$ cat src/rtl/mcu_pkg.sv
// Shared definitions for the parametrised accumulator core: opcodes, FSM states, flag indices.
package mcu_pkg;

  localparam int unsigned OPC_W  = 4;
  localparam int unsigned FLAG_Z = 0;
  localparam int unsigned FLAG_C = 1;
  localparam int unsigned FLAG_N = 2;

  localparam logic [OPC_W-1:0] OP_NOP  = 4'h0;
  localparam logic [OPC_W-1:0] OP_LDI  = 4'h1;
  localparam logic [OPC_W-1:0] OP_LD   = 4'h2;
  localparam logic [OPC_W-1:0] OP_ST   = 4'h3;
  localparam logic [OPC_W-1:0] OP_ADD  = 4'h4;
  localparam logic [OPC_W-1:0] OP_SUB  = 4'h5;
  localparam logic [OPC_W-1:0] OP_AND  = 4'h6;
  localparam logic [OPC_W-1:0] OP_OR   = 4'h7;
  localparam logic [OPC_W-1:0] OP_XOR  = 4'h8;
  localparam logic [OPC_W-1:0] OP_ADDI = 4'h9;
  localparam logic [OPC_W-1:0] OP_JMP  = 4'hA;
  localparam logic [OPC_W-1:0] OP_JZ   = 4'hB;
  localparam logic [OPC_W-1:0] OP_JC   = 4'hC;
  localparam logic [OPC_W-1:0] OP_OUT  = 4'hD;
  localparam logic [OPC_W-1:0] OP_IN   = 4'hE;
  localparam logic [OPC_W-1:0] OP_HLT  = 4'hF;

  typedef enum logic [2:0] {
    S_LOAD, S_FETCH, S_DECODE, S_EXEC, S_PAUSE, S_WAIT_IN, S_HALT
  } state_t;

endpackage

$ cat src/rtl/mcu_core_param_if.sv
// Program-load and IN/OUT handshake bundle between a host (master) and the core (slave).
interface mcu_core_param_if
  import mcu_pkg::*;
#(
  parameter int unsigned DATA_W = 8,
  parameter int unsigned PC_W   = 8
);
  localparam int unsigned INSTR_W = DATA_W + OPC_W;

  logic               prog_we;
  logic [PC_W-1:0]    prog_addr;
  logic [INSTR_W-1:0] prog_data;
  logic [DATA_W-1:0]  in_data;
  logic               in_valid;
  logic               in_ready;
  logic [DATA_W-1:0]  out_data;
  logic               out_valid;

  modport master (
    output prog_we, prog_addr, prog_data, in_data, in_valid,
    input  in_ready, out_data, out_valid
  );

  modport slave (
    input  prog_we, prog_addr, prog_data, in_data, in_valid,
    output in_ready, out_data, out_valid
  );
endinterface

$ cat src/rtl/mcu_alu.sv
// Combinational ALU: computes the accumulator result and flag updates for the executing opcode.
module mcu_alu
  import mcu_pkg::*;
#(
  parameter int unsigned DATA_W = 8
) (
  input  logic [OPC_W-1:0]  opcode,
  input  logic [DATA_W-1:0] acc,
  input  logic [DATA_W-1:0] imm,
  input  logic [DATA_W-1:0] rf_val,
  input  logic              c_in,
  output logic [DATA_W-1:0] result,
  output logic              z,
  output logic              c,
  output logic              wr_acc
);
  logic [DATA_W:0] sum;

  always_comb begin
    sum    = '0;
    result = acc;
    c      = c_in;
    wr_acc = 1'b0;
    case (opcode)
      OP_LDI:  begin result = imm;    wr_acc = 1'b1; end
      OP_LD:   begin result = rf_val; wr_acc = 1'b1; end
      OP_ADD: begin
        sum = {1'b0, acc} + {1'b0, rf_val};
        result = sum[DATA_W-1:0]; c = sum[DATA_W]; wr_acc = 1'b1;
      end
      // Top bit of the widened difference is the unsigned borrow
      OP_SUB: begin
        sum = {1'b0, acc} - {1'b0, rf_val};
        result = sum[DATA_W-1:0]; c = sum[DATA_W]; wr_acc = 1'b1;
      end
      OP_AND:  begin result = acc & rf_val; wr_acc = 1'b1; end
      OP_OR:   begin result = acc | rf_val; wr_acc = 1'b1; end
      OP_XOR:  begin result = acc ^ rf_val; wr_acc = 1'b1; end
      OP_ADDI: begin
        sum = {1'b0, acc} + {1'b0, imm};
        result = sum[DATA_W-1:0]; c = sum[DATA_W]; wr_acc = 1'b1;
      end
      default: ;
    endcase
    z = (result == '0);
  end
endmodule

$ cat src/rtl/mcu_core_param.sv
// Accumulator microcontroller: port-loaded program RAM, register file, Z/C flags, IN/OUT handshake, halt and single-step.
module mcu_core_param
  import mcu_pkg::*;
#(
  parameter int unsigned DATA_W = 8,
  parameter int unsigned PC_W   = 8,
  parameter int unsigned RF_AW  = 4
) (
  input  logic               clk,
  input  logic               rst,
  mcu_core_param_if.slave    bus,
  input  logic               start,
  input  logic               step_mode,
  input  logic               step,
  output logic [PC_W-1:0]    pc,
  output logic [DATA_W-1:0]  acc,
  output logic               flag_z,
  output logic               flag_c,
  output logic               halted
);
  localparam int unsigned INSTR_W = DATA_W + OPC_W;
  localparam int unsigned RAM_D   = 2 ** PC_W;
  localparam int unsigned RF_D    = 2 ** RF_AW;

  state_t state, state_nxt;

  logic [INSTR_W-1:0] ram [RAM_D];
  logic [DATA_W-1:0]  rf  [RF_D];
  logic [INSTR_W-1:0] ir;
  logic [DATA_W-1:0]  rf_q;

  logic [OPC_W-1:0]  opcode;
  logic [DATA_W-1:0] operand;
  logic [RF_AW-1:0]  rf_a;
  logic [PC_W-1:0]   target;
  logic              in_hs_c;
  logic              jump_c;
  logic [DATA_W-1:0] alu_res;
  logic              alu_z, alu_c, alu_wr;

  assign opcode  = ir[INSTR_W-1 -: OPC_W];
  assign operand = ir[DATA_W-1:0];
  assign rf_a    = RF_AW'(operand);
  assign target  = PC_W'(operand);
  assign in_hs_c = (state == S_WAIT_IN) && bus.in_valid && bus.in_ready;

  always_comb begin
    case (opcode)
      OP_JMP:  jump_c = 1'b1;
      OP_JZ:   jump_c = flag_z;
      OP_JC:   jump_c = flag_c;
      default: jump_c = 1'b0;
    endcase
  end

  mcu_alu #(.DATA_W(DATA_W)) u_alu (
    .opcode (opcode),
    .acc    (acc),
    .imm    (operand),
    .rf_val (rf_q),
    .c_in   (flag_c),
    .result (alu_res),
    .z      (alu_z),
    .c      (alu_c),
    .wr_acc (alu_wr)
  );

  always_ff @(posedge clk) begin
    if (!rst) state <= S_LOAD;
    else      state <= state_nxt;
  end

  always_comb begin
    state_nxt = state;
    case (state)
      S_LOAD:    if (start) state_nxt = S_FETCH;
      S_FETCH:   state_nxt = S_DECODE;
      S_DECODE:  state_nxt = S_EXEC;
      S_EXEC: begin
        if (opcode == OP_HLT)     state_nxt = S_HALT;
        else if (opcode == OP_IN) state_nxt = S_WAIT_IN;
        else                      state_nxt = step_mode ? S_PAUSE : S_FETCH;
      end
      S_PAUSE:   if (step || !step_mode) state_nxt = S_FETCH;
      S_WAIT_IN: if (in_hs_c) state_nxt = step_mode ? S_PAUSE : S_FETCH;
      S_HALT:    if (start) state_nxt = S_FETCH;
      default:   state_nxt = S_LOAD;
    endcase
  end

  // Architectural registers and I/O; increment in DECODE, jump overrides in EXEC
  always_ff @(posedge clk) begin
    if (!rst) begin
      pc            <= '0;
      acc           <= '0;
      flag_z        <= 1'b0;
      flag_c        <= 1'b0;
      halted        <= 1'b0;
      ir            <= '0;
      rf_q          <= '0;
      bus.out_data  <= '0;
      bus.out_valid <= 1'b0;
      bus.in_ready  <= 1'b0;
    end else begin
      bus.out_valid <= 1'b0;
      halted        <= (state_nxt == S_HALT);
      case (state)
        S_LOAD, S_HALT: if (start) pc <= '0;
        S_FETCH:  ir <= ram[pc];
        S_DECODE: begin
          rf_q <= rf[rf_a];
          pc   <= pc + PC_W'(1);
        end
        S_EXEC: begin
          if (alu_wr) begin
            acc    <= alu_res;
            flag_z <= alu_z;
          end
          flag_c <= alu_c;
          if (jump_c) pc <= target;
          if (opcode == OP_OUT) begin
            bus.out_data  <= acc;
            bus.out_valid <= 1'b1;
          end
          if (opcode == OP_IN) bus.in_ready <= 1'b1;
        end
        S_WAIT_IN: if (in_hs_c) begin
          acc          <= bus.in_data;
          flag_z       <= (bus.in_data == '0);
          bus.in_ready <= 1'b0;
        end
        default: ;
      endcase
    end
  end

  // Storage arrays are not reset; writes are blocked while reset is asserted
  always_ff @(posedge clk) begin
    if (rst && state == S_LOAD && bus.prog_we) ram[bus.prog_addr] <= bus.prog_data;
  end

  always_ff @(posedge clk) begin
    if (rst && state == S_EXEC && opcode == OP_ST) rf[rf_a] <= acc;
  end
endmodule
$ cat src/flat_wrapper.sv
// flat-port wrapper written by rule: the top's interface ports become plain ports
module mcu_core_param_flat import mcu_pkg::*;
#(
  parameter int unsigned DATA_W = 8,
  parameter int unsigned PC_W   = 8,
  parameter int unsigned RF_AW  = 4
)
  (clk, rst, start, step_mode, step, pc, acc, flag_z, flag_c, halted, bus_prog_we, bus_prog_addr, bus_prog_data, bus_in_data, bus_in_valid, bus_in_ready, bus_out_data, bus_out_valid);
  mcu_core_param_if #(.DATA_W(DATA_W), .PC_W(PC_W)) bus_i ();
  input  logic clk;
  input  logic rst;
  input  logic start;
  input  logic step_mode;
  input  logic step;
  output logic [PC_W-1:0] pc;
  output logic [DATA_W-1:0] acc;
  output logic flag_z;
  output logic flag_c;
  output logic halted;
  input wire logic [$bits(bus_i.prog_we)-1:0] bus_prog_we;
  input wire logic [$bits(bus_i.prog_addr)-1:0] bus_prog_addr;
  input wire logic [$bits(bus_i.prog_data)-1:0] bus_prog_data;
  input wire logic [$bits(bus_i.in_data)-1:0] bus_in_data;
  input wire logic [$bits(bus_i.in_valid)-1:0] bus_in_valid;
  output wire logic [$bits(bus_i.in_ready)-1:0] bus_in_ready;
  output wire logic [$bits(bus_i.out_data)-1:0] bus_out_data;
  output wire logic [$bits(bus_i.out_valid)-1:0] bus_out_valid;
  assign bus_i.prog_we = bus_prog_we;
  assign bus_i.prog_addr = bus_prog_addr;
  assign bus_i.prog_data = bus_prog_data;
  assign bus_i.in_data = bus_in_data;
  assign bus_i.in_valid = bus_in_valid;
  assign bus_in_ready = bus_i.in_ready;
  assign bus_out_data = bus_i.out_data;
  assign bus_out_valid = bus_i.out_valid;
  mcu_core_param #(.DATA_W(DATA_W), .PC_W(PC_W), .RF_AW(RF_AW)) u_core (.clk(clk), .rst(rst), .bus(bus_i), .start(start), .step_mode(step_mode), .step(step), .pc(pc), .acc(acc), .flag_z(flag_z), .flag_c(flag_c), .halted(halted));
endmodule
$ cat config.mk
export PLATFORM = sky130hd
export DESIGN_NAME = mcu_core_param_flat
export DESIGN_NICKNAME = d
export VERILOG_FILES = /design/src/rtl/mcu_pkg.sv /design/src/rtl/mcu_core_param_if.sv /design/src/rtl/mcu_alu.sv /design/src/rtl/mcu_core_param.sv /design/src/flat_wrapper.sv
export SDC_FILE = /design/constraint.sdc
export NUM_CORES = 2
export LEC_CHECK = 0
export BUFFER_PORTS_ARGS = -buffer_cell sky130_fd_sc_hd__buf_2
export CAP_MARGIN = 20
export CORE_MARGIN = 10
export CORE_UTILIZATION = 55
export DETAILED_ROUTE_END_ITERATION = 16
export PLACE_DENSITY = 0.76
export SKIP_LAST_GASP = 1
export SLEW_MARGIN = 10
export SYNTH_ARGS = -nofsm -noshare
export SYNTH_HDL_FRONTEND = slang
export SYNTH_SLANG_ARGS = --single-unit
$ cat constraint.sdc
create_clock -name clk -period 7.6 [get_ports clk]
set_clock_uncertainty 0.15 [all_clocks]
set_input_delay 1.14 -clock clk [delete_from_list [all_inputs] [get_ports clk]]
set_output_delay 1.14 -clock clk [all_outputs]
set_load 0.02 [all_outputs]
==> metrics.md <==
| Metric | Value |
|---|---|
| Pin count of the biggest net entering global routing | 167 |
| Layout cells sized above 1 | 0.232 |
| Peak VDD IR | 209 µV |
| Run status | finished clean |
| First-iteration detailed-routing DRC count | 11000 |
| Crit Path Max Fanout | 46 |
| TritonCTS clock tree | built |
| Initial antenna violation count | 21 |
| Fmax | 0.208 GHz |
| Via count | 64600 |
| Most frequent cells in the layout | 3200 x edfxtp_1, 744 x mux4_2, 326 x nor2_1, 323 x clkbuf_16, 215 x mux2i_1 |
| DRC | 0 |
| HPWL after DPL | 179 mm |
| Number of synthesized flops with an enable pin | 3200 |
| IO Port Bufs | 63 |
| Worst slew pin tran | 1.16 ns |
| Global-route wire length before repair | 456 mm |
| Seq cells post-synth | 3252 |
| Pre-CTS setup slack | 2.05 ns |
| Relative max-transition margin | 0.223 |
| Comb pwr share | 0.092 |
| Worst setup EP type | output pin |
| Hold buffer count at CTS | 0 |
| Row cnt | 175 |
| HP Class | flip-flop to flip-flop |
| IO Pins | 64 |
| PostCTS Resize Cnt | 0 |
| Worst Slack Setup Final | 2.80 ns |
| Die Y | 500 µm |
| Power per Cell Area | 273 nW/µm² |
| Wl on met1 | 117 mm |
| Vias in the first global route | 62900 |
| Routed WL per cell | 33.7 µm |
| Max stage delay cell, worst path | dfxtp_4 |
| Clk pwr share | 0.391 |
| Initial Utilization | 0.554 |
| Main synth FF type | edfxtp_1 |
| Dpl cells | 8766 |
| Setup violations, final | 0 |
| Initial DRT Pass Iterations | 6 |
| Die X | 500 µm |
| Commonest non-fill, non-tap cell in the layout | edfxtp_1 |
| Sw power | 8.61 mW |
| RSZ-0062 raised after global routing | no |
| Clock slew at reported path FFs | 0.06 ns |
| Die area | 250000 µm² |
| Cell variety after synth | 74 |
| Routability Congestion | 0.904 |
| Post-Syn Instances | 5949 |
| Vias per cell | 6.86 |
| Avg Cell Area, Syn | 21.3 µm² |
| Overall routing resource usage | 0.249 |
| Final min period | 4.80 ns |
| Pwr Total | 38.3 mW |
| H-tree levels | 5 |
| DRT antenna net count | 0 |
| Max layer used | met5 |
| Fin crit share | 0.631 |
| WP data required | 6.31 ns |
| CTS root buf | clkbuf_16 |
| Synthesized area | 126000 µm² |
| TritonCTS Buffers | 319 |
| Internal power | 29.7 mW |
| Final hold vios | 0 |
| Area Overhead vs Synth | 11.0% |
| Leak pwr | 42.8 nW |
| Post-synthesis sequential area ratio | 0.768 |
| Arrival time of the worst setup path | 3.51 ns |
| Max clock buf depth | 4 |
| Crit path top cell by count | buf_4 |
| Sw Ratio | 0.225 |
| Post-layout instance area | 140000 µm² |
| Portion of total power attributed to sequential cells | 0.517 |
| Fin cells | 9413 |
| Met2 routed wirelength | 145 mm |
| WL met3 | 42.3 mm |
| CTS sink cnt | 3252 |
| Path type of the worst setup path | flip-flop to output pin |
| Slowest stage delay, CP | 0.91 ns |
| CP cell instances | buf_4 > buf_4 > buf_2 |
| Syn_nets | 6020 |
| Core area | 228000 µm² |
| FFs w/ async S/R, synth | 0 |
| Routed wire length | 317 mm |
| Clk Latency, worst-skew pair | 0.96 ns |
| Synth Warn # | 0 |
| Placed Area | 130000 µm² |
| Setup TNS | 0 ns |
| Pins Over Slew Limit | 0 |
| Post-CTS Setup Bufs | 0 |
| Max Cap Viol | 0 |
| # nets final | 6244 |
| Grt ovf | 0 |
| Startpoint types | flip-flop |
-- state kept, by name, indices dropped and copies added, names as in the netlist --
| name | flops |
|---|---|
| u_core.ram | 3072 |
| u_core.rf | 128 |
| u_core.ir | 12 |
| u_core.acc | 8 |
| u_core.bus.out_data | 8 |
| u_core.pc | 8 |
| u_core.rf_q | 8 |
| u_core.state | 3 |
| u_core.bus.in_ready | 1 |
| u_core.bus.out_valid | 1 |
| u_core.flag_c | 1 |
| u_core.flag_z | 1 |
| u_core.halted | 1 |
-- Yosys cell counts, types with 27 or more instances --
cell      count  area (µm²)
a221oi_1     65         569
nor2_1      329        1230
clkbuf_1    180         676
mux2i_1     215        2150
a22oi_1      89         668
ha_1         33         413
dfxtp_1      52        1040
o22ai_1      59         369
nor2b_1      41         257
edfxtp_1   3200       96100
buf_6        44         495
nand3_1      70         350
a21oi_1      78         390
buf_2        72         360
o221ai_1     68         596
inv_1        27         101
buf_4        41         308
nand4_1      29         181
a22o_1       66         578
nand2_1      94         353
o21ai_0      57         285
mux4_2      744       16800
-- final timing paths --
kind             startpoint              to  slack [ns]  depth (start not counted)
max            u_core.pc[1]           pc[1]        2.80                          3
min          u_core.rf_q[2]  u_core.rf_q[2]        0.36                          2
max reg2reg    u_core.pc[1]    u_core.ir[0]        2.83                          7
min reg2reg  u_core.rf_q[2]  u_core.rf_q[2]        0.36                          2
-- kinds of logic after synthesis --
logic type                 count (synthesis)  share of synthesized area
buffers and inverters                    386                     0.0161
and+or+nand+nor                          655                     0.0236
AOI/OAI and AO/OA                        632                     0.0368
adders and majority gates                 36                    0.00374
DFF                                     3252                      0.768
muxes                                    979                      0.151
xor gates and xnor gates                   9                   0.000623
-- cell type report --
type                    instances  area [µm²]
flip-flops and latches       3252       97200
fillers                     14900       87700
multi-input cells            2311       27400
clock buffers                 378        8310
well taps                    3009        3760
repair buffers                262        2300
clock inverters               167        1370
inverters                      27         101
diodes                          7        17.5
-- stage by stage --
stage               hold slack (ns)   util
global placement              0.341  0.569
floorplan                     0.323      -
CTS                           0.363  0.612
finish                        0.360  0.615
global route                  0.396  0.615
detailed placement            0.353  0.569
-- worst max-delay path: cells and delay by family, from the launching register on --
family / cells / cell delay, ns
buf+inv: 3 / 1.60
flops: 1 / 0.91
-- per-layer routing --
metal / GRT usage / up-vias
met5: 0 / -
met4: 0.0894 / 14
met3: 0.0723 / 701
met2: 0.373 / 5032
met1: 0.354 / 33300
li1: - / 25500
-- power by group through the flow --
stage | Clock [mW] | Combinational (mW) | Sequential [mW]
after CTS | 15.1 | 3.52 | 19.8
after global routing | 15.8 | 3.71 | 19.8
after detailed placement | 0 | 3.49 | 20.2
after global placement | 0 | 3.43 | 20.2
after floorplan | 0 | 2.45 | 20.1
final | 15.0 | 3.53 | 19.8
Note: power is estimated with default switching activity, not from simulation.
